===== src/rtl/usb_txn_engine.sv =====
// Host-side USB transaction engine: token, DATA0/DATA1 and handshake sequencing
// with per-endpoint data toggles, a handshake timeout and bounded retries.
module usb_txn_engine #(
  parameter int DATA_W      = 64,
  parameter int TIMEOUT_CYC = 20,
  parameter int MAX_RETRY   = 8,
  parameter int NUM_EP      = 16
) (
  input  logic              clk,
  input  logic              rst_L,
  input  logic              req_valid,
  output logic              req_ready,
  input  logic              req_dir,
  input  logic [6:0]        req_addr,
  input  logic [3:0]        req_endp,
  input  logic [DATA_W-1:0] req_data,
  input  logic              tog_clr,
  output logic              tx_valid,
  input  logic              tx_ready,
  output logic [3:0]        tx_pid,
  output logic [6:0]        tx_addr,
  output logic [3:0]        tx_endp,
  output logic [DATA_W-1:0] tx_data,
  output logic              tx_has_data,
  input  logic              rx_valid,
  input  logic [3:0]        rx_pid,
  input  logic [DATA_W-1:0] rx_data,
  input  logic              rx_corrupt,
  output logic              done,
  output logic              status,
  output logic [DATA_W-1:0] rsp_data
);
  localparam int EPW = (NUM_EP > 1) ? $clog2(NUM_EP) : 1;
  localparam int TW  = $clog2(TIMEOUT_CYC);

  localparam logic [3:0] PID_OUT   = 4'b0001;
  localparam logic [3:0] PID_IN    = 4'b1001;
  localparam logic [3:0] PID_DATA0 = 4'b0011;
  localparam logic [3:0] PID_DATA1 = 4'b1011;
  localparam logic [3:0] PID_ACK   = 4'b0010;

  typedef enum logic [3:0] {
    S_IDLE, S_TOKEN, S_DATA, S_WAIT_HS, S_WAIT_DATA,
    S_HS_GOOD, S_HS_DUP, S_FAIL, S_DONE
  } state_e;

  state_e            state_q, state_d;
  logic              dir_q, dir_d;
  logic [6:0]        addr_q, addr_d;
  logic [3:0]        endp_q, endp_d;
  logic [DATA_W-1:0] data_q, data_d;
  logic [DATA_W-1:0] rsp_q, rsp_d;
  logic [7:0]        retry_q, retry_d;
  logic [TW-1:0]     tmr_q, tmr_d;
  logic [NUM_EP-1:0] tog_q, tog_d;
  logic              dtog_q, dtog_d;
  logic              status_q, status_d;
  logic [EPW-1:0]    ep;
  logic              tmo, flip, rx_is_data;

  assign ep         = endp_q[EPW-1:0];
  assign tmo        = (tmr_q == TW'(TIMEOUT_CYC - 1));
  assign rx_is_data = (rx_pid == PID_DATA0) || (rx_pid == PID_DATA1);
  assign req_ready  = (state_q == S_IDLE);
  assign done       = (state_q == S_DONE);
  assign status     = status_q;
  assign rsp_data   = rsp_q;

  always_comb begin
    state_d     = state_q;
    dir_d       = dir_q;
    addr_d      = addr_q;
    endp_d      = endp_q;
    data_d      = data_q;
    rsp_d       = rsp_q;
    retry_d     = retry_q;
    tmr_d       = tmr_q;
    dtog_d      = dtog_q;
    status_d    = status_q;
    flip        = 1'b0;
    tx_valid    = 1'b0;
    tx_pid      = '0;
    tx_addr     = '0;
    tx_endp     = '0;
    tx_data     = '0;
    tx_has_data = 1'b0;
    unique case (state_q)
      S_IDLE: begin
        if (req_valid) begin
          dir_d   = req_dir;
          addr_d  = req_addr;
          endp_d  = req_endp;
          data_d  = req_data;
          retry_d = '0;
          state_d = S_TOKEN;
        end
      end
      S_TOKEN: begin
        tx_valid = 1'b1;
        tx_pid   = dir_q ? PID_IN : PID_OUT;
        tx_addr  = addr_q;
        tx_endp  = endp_q;
        if (tx_ready) begin
          tmr_d   = '0;
          // freeze the DATA PID so a later clear cannot alter it mid-stall
          dtog_d  = tog_clr ? 1'b0 : tog_q[ep];
          state_d = dir_q ? S_WAIT_DATA : S_DATA;
        end
      end
      S_DATA: begin
        tx_valid    = 1'b1;
        tx_pid      = dtog_q ? PID_DATA1 : PID_DATA0;
        tx_data     = data_q;
        tx_has_data = 1'b1;
        if (tx_ready) begin
          tmr_d   = '0;
          state_d = S_WAIT_HS;
        end
      end
      S_WAIT_HS: begin
        if (rx_valid) begin
          if (!rx_corrupt && rx_pid == PID_ACK) begin
            flip     = 1'b1;
            status_d = 1'b0;
            state_d  = S_DONE;
          end else begin
            state_d = S_FAIL;
          end
        end else if (tmo) begin
          state_d = S_FAIL;
        end else begin
          tmr_d = tmr_q + TW'(1);
        end
      end
      S_WAIT_DATA: begin
        if (rx_valid) begin
          if (rx_corrupt || !rx_is_data) begin
            state_d = S_FAIL;
          end else if (rx_pid[3] == tog_q[ep]) begin
            data_d  = rx_data;
            flip    = 1'b1;
            state_d = S_HS_GOOD;
          end else begin
            state_d = S_HS_DUP;
          end
        end else if (tmo) begin
          state_d = S_FAIL;
        end else begin
          tmr_d = tmr_q + TW'(1);
        end
      end
      S_HS_GOOD: begin
        tx_valid = 1'b1;
        tx_pid   = PID_ACK;
        if (tx_ready) begin
          rsp_d    = data_q;
          status_d = 1'b0;
          state_d  = S_DONE;
        end
      end
      S_HS_DUP: begin
        tx_valid = 1'b1;
        tx_pid   = PID_ACK;
        if (tx_ready) state_d = S_FAIL;
      end
      S_FAIL: begin
        retry_d = retry_q + 8'd1;
        if (retry_d == 8'(MAX_RETRY)) begin
          status_d = 1'b1;
          state_d  = S_DONE;
        end else begin
          state_d = S_TOKEN;
        end
      end
      S_DONE: state_d = S_IDLE;
      default: state_d = S_IDLE;
    endcase
    tog_d = tog_q;
    if (flip) tog_d[ep] = ~tog_q[ep];
    if (tog_clr) tog_d = '0;
  end

  always_ff @(posedge clk or negedge rst_L) begin
    if (!rst_L) begin
      state_q  <= S_IDLE;
      dir_q    <= 1'b0;
      addr_q   <= '0;
      endp_q   <= '0;
      data_q   <= '0;
      rsp_q    <= '0;
      retry_q  <= '0;
      tmr_q    <= '0;
      tog_q    <= '0;
      dtog_q   <= 1'b0;
      status_q <= 1'b0;
    end else begin
      state_q  <= state_d;
      dir_q    <= dir_d;
      addr_q   <= addr_d;
      endp_q   <= endp_d;
      data_q   <= data_d;
      rsp_q    <= rsp_d;
      retry_q  <= retry_d;
      tmr_q    <= tmr_d;
      tog_q    <= tog_d;
      dtog_q   <= dtog_d;
      status_q <= status_d;
    end
  end
endmodule


===== config.mk =====
export PLATFORM = sky130hd
export DESIGN_NAME = usb_txn_engine
export DESIGN_NICKNAME = d
export VERILOG_FILES = /design/src/rtl/usb_txn_engine.sv
export SDC_FILE = /design/constraint.sdc
export NUM_CORES = 1
export LEC_CHECK = 0
export BUFFER_PORTS_ARGS = -buffer_cell sky130_fd_sc_hd__buf_4
export CORE_ASPECT_RATIO = 1.75
export CORE_MARGIN = 1.5
export CORE_UTILIZATION = 39
export DETAILED_ROUTE_END_ITERATION = 6
export GPL_TIMING_DRIVEN = 1
export HOLD_SLACK_MARGIN = 0.15
export PLACE_DENSITY = 0.76
export SLEW_MARGIN = 20
export SYNTH_ARGS = -nofsm -noshare
export SYNTH_HDL_FRONTEND = slang
export SYNTH_SLANG_ARGS = --single-unit

===== constraint.sdc =====
create_clock -name clk -period 3.15 [get_ports clk]
set_input_delay 0.315 -clock clk [delete_from_list [all_inputs] [get_ports clk]]
set_output_delay 0.315 -clock clk [all_outputs]
set_load 0.02 [all_outputs]

==> metrics, run 1 <==
Syn Area/Cell=11.55 um2; final setup margin=0.4165 ns; detail-routed net length per standard cell=18.81 um; crit path kind=flop to output port; antenna violations before repair=1; Die Wd=115.1 um; layout cell share with drive strength beyond 1=44.24%; power share of the combinational group=44.4%; GRT Total Usage=22.91%; first-pass GRT wire length=40.23 mm; switching power=0.004285 W; gpl congestion=0.8836; Worst EP arrival=2.42 ns; hold_ws=0.1773 ns; Unique masters post-synth=58; Worst Clk Skew=0.01319 ns; critical-path maximum fanout=21; post-synthesis sequential area ratio=51.04%; clk sink count=175; Routed Antenna Nets=0; period utilization=86.78%; setup TNS=0 ns; DR pass1 iterations=5; Clk pin slew, worst setup/hold paths=0.06 ns; CP most frequent cell=buf_4; crit-path leading delay family=simple AND/OR/NAND/NOR gates; Die Ht=199.2 um; FF-to-FF Start=endp_q[3]$_DFFE_PN0P_; Post-CTS Setup Bufs=0; Peak Freq=365.8 MHz; Final Critical Period=2.734 ns; Total Wirelength=26.27 mm; static leakage=5.518 nW; Max Slew Vio Count=0; Worst Path Buf+Inv=2; syn nets=897; Post-synth EDFFs=0; core area=21590 um2; Initial Util=39.75%; I/O pins=299; dominant synthesized flop cell=dfrtp_1; Setup violations, final=0; largest net degree at the start of global routing=81; slew of the pin with the lowest slew margin=0.7588 ns; Cell Area, Synth=8581 um2; Post-Place Setup Slack=0.4331 ns; Ys Warns=0; MaxCap Viol Count=0; area of the multi-input gates=3892 um2; cell with the most instances after synthesis=dfrtp_1; # H-tree levels=4; Synth top area share=51.04%; DRC=0; run status=finished, final reports clean; crit path launch type=flop; Root Driver=clkbuf_16; Clock Latency Late Sink=0.44 ns; std cell rows=71; slowest stage cell, crit path=dfrtp_1; Synth Register Bits=175; vias per inst=5.250; placed wire-length estimate=17.88 mm; Slew HR=49.41%; cell internal pwr=0.007069 W; Clk network pwr share=20.3%; Hold Path Class=primary input to flop; Max Buffers Root-to-Sink=2; Critical Path Source=state_q[0]$_DFFE_PN0P_; peak supply drop=0.5546 mV; Final #Nets=1244; Seq pwr share=35.3%; CTS Buf Count=17; register area=4379 um2; sw frac=37.74%; Max stage delay on crit path=0.74 ns; Power Density=912.0 nW/um2; CTS Hold Bufs=73; r2r setup slk=0.42 ns; CTS tree=done; hold_sp=rx_data[46]; Die ar.=22940 um2; CP Capture Type=output port; crit-path cells=nand2b_1, nor3_1, buf_4, and2_1, buf_4; Filler cells=1797; Starting DRT DRC Count=353; Post-CTS Resized=0; routed vias=7334; top cells by area, synth=dfrtp_1, mux2_2, o221a_1; top cells by count, synth=dfrtp_1, and2_1, mux2_2, or2_2, o221a_1; Critical Path RT=2.83 ns; final hold vios=0; vias in the first global route=7585; global route overflow=0; fraction of registers with async set or reset after synthesis=100.0%; RSZ-0062 raised after global routing=no; Synth area leader=dfrtp_1; area delta synth->final=45.09%; Cells after Synth=743; port bufs=297
-- flip-flops by register name (all words and copies together) (netlist names) --
register,count
rsp_data,64
data_q,64
endp_q,4
tog_q,16
addr_q,7
state_q,4
dir_q,1
dtog_q,1
status,1
tmr_q,5
retry_q,8
-- cells by family after synthesis --
group	count (synthesis)	synth area share (%)
buf+inv	62	3.879
other cells	1	0.04370
simple gates	265	17.61
compound gates	136	14.16
mux	94	12.12
xor+xnor	7	0.7145
flops	175	51.04
fa+ha+maj	3	0.4375
-- worst paths after layout --
check / end / cells after the start
max: tx_addr[6] / 5
max in group asynchronous: rsp_data[36]$_DFFE_PN0P_ / 3
max reg2reg: data_q[1]$_DFFE_PN0P_ / 8
min reg2reg: dtog_q$_DFFE_PN0P_ / 2
min: data_q[46]$_DFFE_PN0P_ / 2
min in group asynchronous: addr_q[2]$_DFFE_PN0P_ / 2
-- power by group through the flow --
| stage | combinational [W] | sequential, W | clock, W |
|---|---|---|---|
| global placement | 0.00488 | 0.00399 | 0 |
| floorplan | 0.00269 | 0.00423 | 0 |
| CTS | 0.00507 | 0.00401 | 0.00237 |
| global route | 0.00538 | 0.00416 | 0.00244 |
| finish | 0.00504 | 0.00401 | 0.00231 |
| detailed placement | 0.00497 | 0.00405 | 0 |
-- worst reg2reg max path, delay by kind of cell, from the launching register on --
| family | cells | cell delay, ns |
|---|---|---|
| buffers and inverters | 1 | 0.27 |
| flip-flops | 1 | 0.79 |
| AND/OR/NAND/NOR | 1 | 0.11 |
| multiplexers | 2 | 0.68 |
| AO/OA/AOI/OAI | 4 | 0.77 |
-- metal layers --
| layer | wire [um] | global-route usage [%] | vias to the layer above |
|---|---|---|---|
| met3 | 1314 | 4.914 | 86 |
| met5 | 0 | 0 | - |
| met2 | 13560 | 39.97 | 295 |
| met4 | 1396 | 13.31 | 0 |
| met1 | 10010 | 25.44 | 3563 |
| li1 | - | - | 3390 |
-- through the flow --
step                      area, um2  total power, W  instances  util (%)
after floorplan                8581        0.006913        743         -
after global placement        11070        0.008876       1290     51.30
after detailed placement      11070        0.009020       1290     51.30
after CTS                     12440         0.01145       1395     57.65
after global routing          12440         0.01198       1395     57.65
final                         12450         0.01135       1397     57.67
-- layout by cell type, fill, tap and decap left out, drive strengths merged, types with 5 or more instances in the layout --
master       synthesis  routed
nand3               10      10
nor2b                5       5
a21oi               11      11
dlygate4sd3          0      73
mux2                76      76
nor3                18      18
dfrtp              175     175
and2                77      77
o21ai               17      17
mux2i               18      18
a41oi                9       9
inv                  6      12
o221a               63      63
or2                 66      66
o21a                12      12
buf                 28     311
xor2                 6       6
nand2b               6       6
clkbuf              28      19
nand2               28      28
nor4                 7       7
nor2                29      29
-- area by class of cell --
| class | count | area share, % |
|---|---|---|
| Antenna cell | 2 | 0.04020 |
| Inverter | 6 | 0.1809 |
| Multi-Input combinational cell | 506 | 31.27 |
| Clock inverter | 13 | 1.588 |
| Clock buffer | 19 | 3.558 |
| Tap cell | 292 | 2.935 |
| Timing Repair Buffer | 384 | 25.26 |
| Sequential cell | 175 | 35.18 |
Note: power is estimated with default switching activity, not from simulation.
==> run 2, diff against run 1 <==
--- a/config.mk
+++ b/config.mk
@@ -10,3 +10,3 @@
 export CORE_MARGIN = 1.5
-export CORE_UTILIZATION = 39
+export CORE_UTILIZATION = 35
 export DETAILED_ROUTE_END_ITERATION = 6
@@ -14,3 +14,3 @@
 export HOLD_SLACK_MARGIN = 0.15
-export PLACE_DENSITY = 0.76
+export PLACE_DENSITY = 0.7
 export SLEW_MARGIN = 20
--- a/constraint.sdc
+++ b/constraint.sdc
@@ -3,2 +3,2 @@
 set_output_delay 0.315 -clock clk [all_outputs]
-set_load 0.02 [all_outputs]
+set_load 0.01 [all_outputs]
==> run 2 against run 1 <==
Compared with the run above: cell area shrank 0.36%; clock skew fell by 0.0062 ns; critical path depth unchanged; combinational power fell by 11%; clock power shrank 8.7%; wire length is 2.3% higher; core utilization shrank 6.0 points; register-to-register slack barely moved; flip-flop and latch count is the same; largest cell class unchanged; highest routed layer is now met5.
==> metrics, run 2 (synthesis results as in run 1) <==
run status=finished, final reports clean; static leakage=5.486 nW; Worst EP arrival=2.45 ns; MaxCap Viol Count=0; Max Slew Vio Count=0; GRT Total Usage=21.34%; Total Wirelength=26.87 mm; setup TNS=0 ns; Final Critical Period=2.763 ns; RSZ-0062 raised after global routing=no; cell count of the worst reg-to-reg path=8; leading cell type in the layout, fill and taps excluded=buf_4; switching power=0.003699 W; port bufs=297; DRC=0; CP Capture Type=output port; placed wire-length estimate=18.95 mm; Seq pwr share=37.7%; final setup margin=0.3869 ns; CTS Buf Count=17; Root Driver=clkbuf_16; vias in the first global route=7584; slew of the pin with the lowest slew margin=0.8074 ns; Clk pin slew, worst setup/hold paths=0.07 ns; I/O pins=299; period utilization=87.72%; Setup violations, final=0; crit-path cells=nand2b_1, nor3_2, buf_4, and2_1, buf_4; Worst Setup EP=tx_data[46]; sw frac=34.81%; Clk network pwr share=19.9%; crit path launch type=flop; Power Density=856.7 nW/um2; # H-tree levels=4; r2r setup slk=0.42 ns; Post-Place Setup Slack=0.2551 ns; first-pass GRT wire length=41.50 mm; area delta synth->final=44.56%; power share of the combinational group=42.5%; Critical Path Source=state_q[0]$_DFFE_PN0P_; final hold vios=0; slowest stage cell, crit path=dfrtp_1; Clock Latency Late Sink=0.43 ns; Die Ht=210.1 um; Filler cells=2154; CTS tree=done; crit path kind=flop to output port; area of the multi-input gates=3892 um2; core area=24020 um2; Post-CTS Setup Bufs=0; commonest non-fill, non-tap cells in the layout=buf_4, dfrtp_1, and2_1; vias per inst=5.198; peak supply drop=0.4915 mV; CP most frequent cell=buf_4; Routed Antenna Nets=0; Die Wd=121.4 um; gpl congestion=0.8772; std cell rows=75; cell internal pwr=0.006927 W; instance count on the critical path=5; Worst Path Buf+Inv=2; FF-to-FF Start=endp_q[3]$_DFFE_PN0P_; Worst Clk Skew=0.006973 ns; Max Buffers Root-to-Sink=2; Peak Freq=361.9 MHz; layout cell share with drive strength beyond 1=44.51%; global route overflow=0; critical-path maximum fanout=44; Hold Path Class=primary input to flop; Initial Util=35.72%; crit-path leading delay family=simple AND/OR/NAND/NOR gates; detail-routed net length per standard cell=19.03 um; DR pass1 iterations=5; routed vias=7339; Critical R2R Capture=data_q[25]$_DFFE_PN0P_; clk sink count=175; largest net degree at the start of global routing=85; Final #Nets=1246; antenna violations before repair=2; Starting DRT DRC Count=292; register area=4380 um2; Max stage delay on crit path=0.61 ns; Slew HR=46.17%; Critical Path RT=2.83 ns; Die ar.=25500 um2
[run 2: changes by cell type in the layout (fill, tap and decap cells not counted), sizes merged]
| cell | change |
|---|---|
| inv | -5 |
| buf | +4 |
| bufinv | -2 |
| clkbuf | +2 |
| clkinv | +2 |
| dlygate4sd3 | -2 |
| clkinvlp | +1 |
| diode | -1 |
[run 2: cell type report]
| type | instances | area share [%] |
|---|---|---|
| diodes | 1 | 0.02017 |
| clock buffers | 21 | 3.793 |
| clock inverters | 9 | 0.8775 |
| inverters | 6 | 0.1816 |
| multi-input cells | 506 | 31.38 |
| flip-flops and latches | 175 | 35.31 |
| well taps | 308 | 3.107 |
| repair buffers | 386 | 25.33 |
[run 2: worst min-delay path by stage]
stage | cells after the start | startpoint | endpoint
detailed placement | 1 | rst_L | addr_q[4]$_DFFE_PN0P_
finish | 2 | rx_data[35] | data_q[35]$_DFFE_PN0P_
CTS | 2 | rx_data[35] | data_q[35]$_DFFE_PN0P_
global placement | 1 | rst_L | addr_q[3]$_DFFE_PN0P_
global route | 2 | rx_data[44] | data_q[44]$_DFFE_PN0P_
floorplan | 0 | rst_L | addr_q[0]$_DFFE_PN0P_
[run 2: repair_timing]
| action | 4_1_cts | 5_1_grt |
|---|---|---|
| setup endpoints to repair | 0 | 2 |
| resized for setup | 0 | 1 |
| hold buffers | 71 | 0 |
| hold endpoints to repair | 151 | 0 |
[run 2: per-layer routing]
metal | vias up | track usage (%) | part of all wire, %
met1 | 3625 | 23.75 | 37
met3 | 59 | 4.545 | 5.3
met4 | 2 | 9.736 | 3.9
met5 | - | 0 | 0.045
met2 | 269 | 38.38 | 54
li1 | 3384 | - | -
[run 2: power by group through the flow]
stage               registers (W)  logic [W]  clock network (W)
finish                    0.00400    0.00451            0.00211
global route              0.00417    0.00485            0.00227
CTS                       0.00400    0.00456            0.00217
detailed placement        0.00403    0.00448                  0
global placement          0.00400    0.00439                  0
floorplan                 0.00390    0.00246                  0
[run 2: metrics by stage]
step           cell area (um2)  instances  hold WS (ns)  power [W]  utilization [%]
6_report                 12400       1412        0.1676    0.01063            51.64
5_1_grt                  12400       1412        0.1503    0.01129            51.64
4_1_cts                  12400       1411        0.1513    0.01073            51.62
3_5_place_dp             11110       1310        0.4283   0.008511            46.25
3_3_place_gp             11110       1310        0.4303   0.008395            46.25
2_1_floorplan             8581        743       0.01941   0.006363                -
==> run 3, diff against run 2 <==
- CTS_BUF_LIST: default -> sky130_fd_sc_hd__clkbuf_8 sky130_fd_sc_hd__clkbuf_16
==> run 3 against run 2 <==
Compared with the run above: first-iteration DRC count increased by 9.9%; critical path type unchanged; cell area unchanged; via count barely moved; worst hold slack improved by 0.0024 ns; clock power is essentially flat; flip-flop and latch count did not move; largest power group unchanged; critical path depth unchanged.
==> metrics, run 3 (synthesis results as in run 1) <==
Setup violations, final=0; # H-tree levels=4; CTS tree=done; first-pass GRT wire length=41.50 mm; std cell rows=75; hold_sp=rx_data[35]; Slew HR=46.20%; placed insts=1310; Routed Antenna Nets=0; setup TNS=0 ns; Final Total Pwr=0.01062 W; clk sink count=175; r2r setup slk=0.42 ns; Hold Path Class=primary input to flop; Die Wd=121.4 um; crit path kind=flop to output port; RSZ-0062 raised after global routing=no; Final #Nets=1246; CP Capture Type=output port; cell count of the worst reg-to-reg path=8; Filler cells=2154; detail-routed net length per standard cell=19.03 um; Peak Freq=361.5 MHz; Initial Util=35.72%; core area=24020 um2; leading cell type in the layout, fill and taps excluded=buf_4; Hold Path Sink=data_q[35]$_DFFE_PN0P_; placed wire-length estimate=18.95 mm; final hold vios=0; commonest non-fill, non-tap cells in the layout=buf_4, dfrtp_1, and2_1; Worst Clk Skew=0.008091 ns; area delta synth->final=44.56%; Root Driver=clkbuf_16; Starting DRT DRC Count=321; CTS Buf Count=17; Max Slew Vio Count=0; Post-CTS Setup Bufs=0; Final Critical Period=2.766 ns; period utilization=87.81%; Worst EP arrival=2.45 ns; post-placement cell area=11110 um2; antenna violations before repair=2; routed vias=7346; global route overflow=0; FF-to-FF Start=endp_q[0]$_DFFE_PN0P_; hold depth=2; gpl congestion=0.8772; port bufs=297; Total Wirelength=26.88 mm; Clk pin slew, worst setup/hold paths=0.07 ns; critical-path maximum fanout=44; Power Density=856.4 nW/um2; crit path launch type=flop; Non-Filler Instances=1412; Die Ht=210.1 um; static leakage=5.490 nW; run status=finished, final reports clean; Critical R2R Capture=data_q[25]$_DFFE_PN0P_; MaxCap Viol Count=0; vias per inst=5.203; peak supply drop=0.4949 mV; DRC=0; GRT Total Usage=21.34%; Final Cell Area=12400 um2; vias in the first global route=7584; largest net degree at the start of global routing=85; slew of the pin with the lowest slew margin=0.8070 ns; Max Buffers Root-to-Sink=2; DR pass1 iterations=4; Critical Path RT=2.83 ns; I/O pins=299; layout cell share with drive strength beyond 1=44.51%; Clock Latency Late Sink=0.43 ns; Die ar.=25500 um2
==> run 3: cell count changes in the layout (fill, tap and decap cells not counted) <==
cell / previous run / this run
inv_1: 6 / 7
clkbuf_1: 1 / 0
==> run 3: worst max-delay path by stage <==
| stage | startpoint | endpoint | slack [ns] | depth (start not counted) |
|---|---|---|---|---|
| 2_1_floorplan | state_q[1]$_DFFE_PN0P_ | addr_q[6]$_DFFE_PN0P_ | 1.0 | 6 |
| 3_3_place_gp | endp_q[3]$_DFFE_PN0P_ | data_q[2]$_DFFE_PN0P_ | 0.29 | 8 |
| 3_5_place_dp | endp_q[3]$_DFFE_PN0P_ | data_q[35]$_DFFE_PN0P_ | 0.26 | 8 |
| 4_1_cts | endp_q[3]$_DFFE_PN0P_ | data_q[27]$_DFFE_PN0P_ | 0.17 | 8 |
| 5_1_grt | endp_q[1]$_DFFE_PN0P_ | data_q[27]$_DFFE_PN0P_ | 0.23 | 8 |
| 6_report | state_q[0]$_DFFE_PN0P_ | tx_data[46] | 0.38 | 5 |
==> run 3: cell type report <==
cell class / instances / area, um2 / area share (%)
Sequential cell: 175 / 4380 / 35.31
Multi-Input combinational cell: 506 / 3892 / 31.38
Timing Repair Buffer: 386 / 3142 / 25.33
Clock buffer: 20 / 466.7 / 3.762
Tap cell: 308 / 385.4 / 3.107
Clock inverter: 10 / 112.6 / 0.9078
Inverter: 6 / 22.52 / 0.1816
Antenna cell: 1 / 2.502 / 0.02017
==> run 3: layer usage <==
metal / vias up / share of wire, % / GRT usage, %
met1: 3630 / 37 / 23.75
met5: - / 0.045 / 0
met3: 59 / 5.2 / 4.545
met2: 271 / 54 / 38.38
met4: 2 / 3.9 / 9.736
li1: 3384 / - / -
==> run 3: worst max-delay path: stages, from the launching register on <==
cell and delay [ns]:
dfrtp_1 0.61, nand2b_1 0.37, nor3_2 0.19, buf_4 0.44
and2_1 0.25, buf_4 0.14
==> run 3: report_power, final <==
| part | switching (W) | internal (W) | total [W] |
|---|---|---|---|
| clock network | 0.000885 | 0.00122 | 0.00211 |
| registers | 0.000787 | 0.00322 | 0.00401 |
| logic | 0.00203 | 0.00249 | 0.00451 |
| total | 0.00370 | 0.00692 | 0.0106 |
==> run 3: per-stage QoR <==
step	hold slack (ns)	utilization, %	setup WS (ns)
after floorplan	0.01941	-	0.9952
after global placement	0.4303	46.25	0.2895
after detailed placement	0.4283	46.25	0.2551
after CTS	0.1513	51.62	0.1733
after global routing	0.1503	51.64	0.2282
final	0.1700	51.64	0.3840
==> run 3: timing repair <==
item	in CTS	in global routing
setup endpoints to repair	0	2
hold endpoints to repair	151	0
gates resized for setup	0	1
hold buffers	71	0
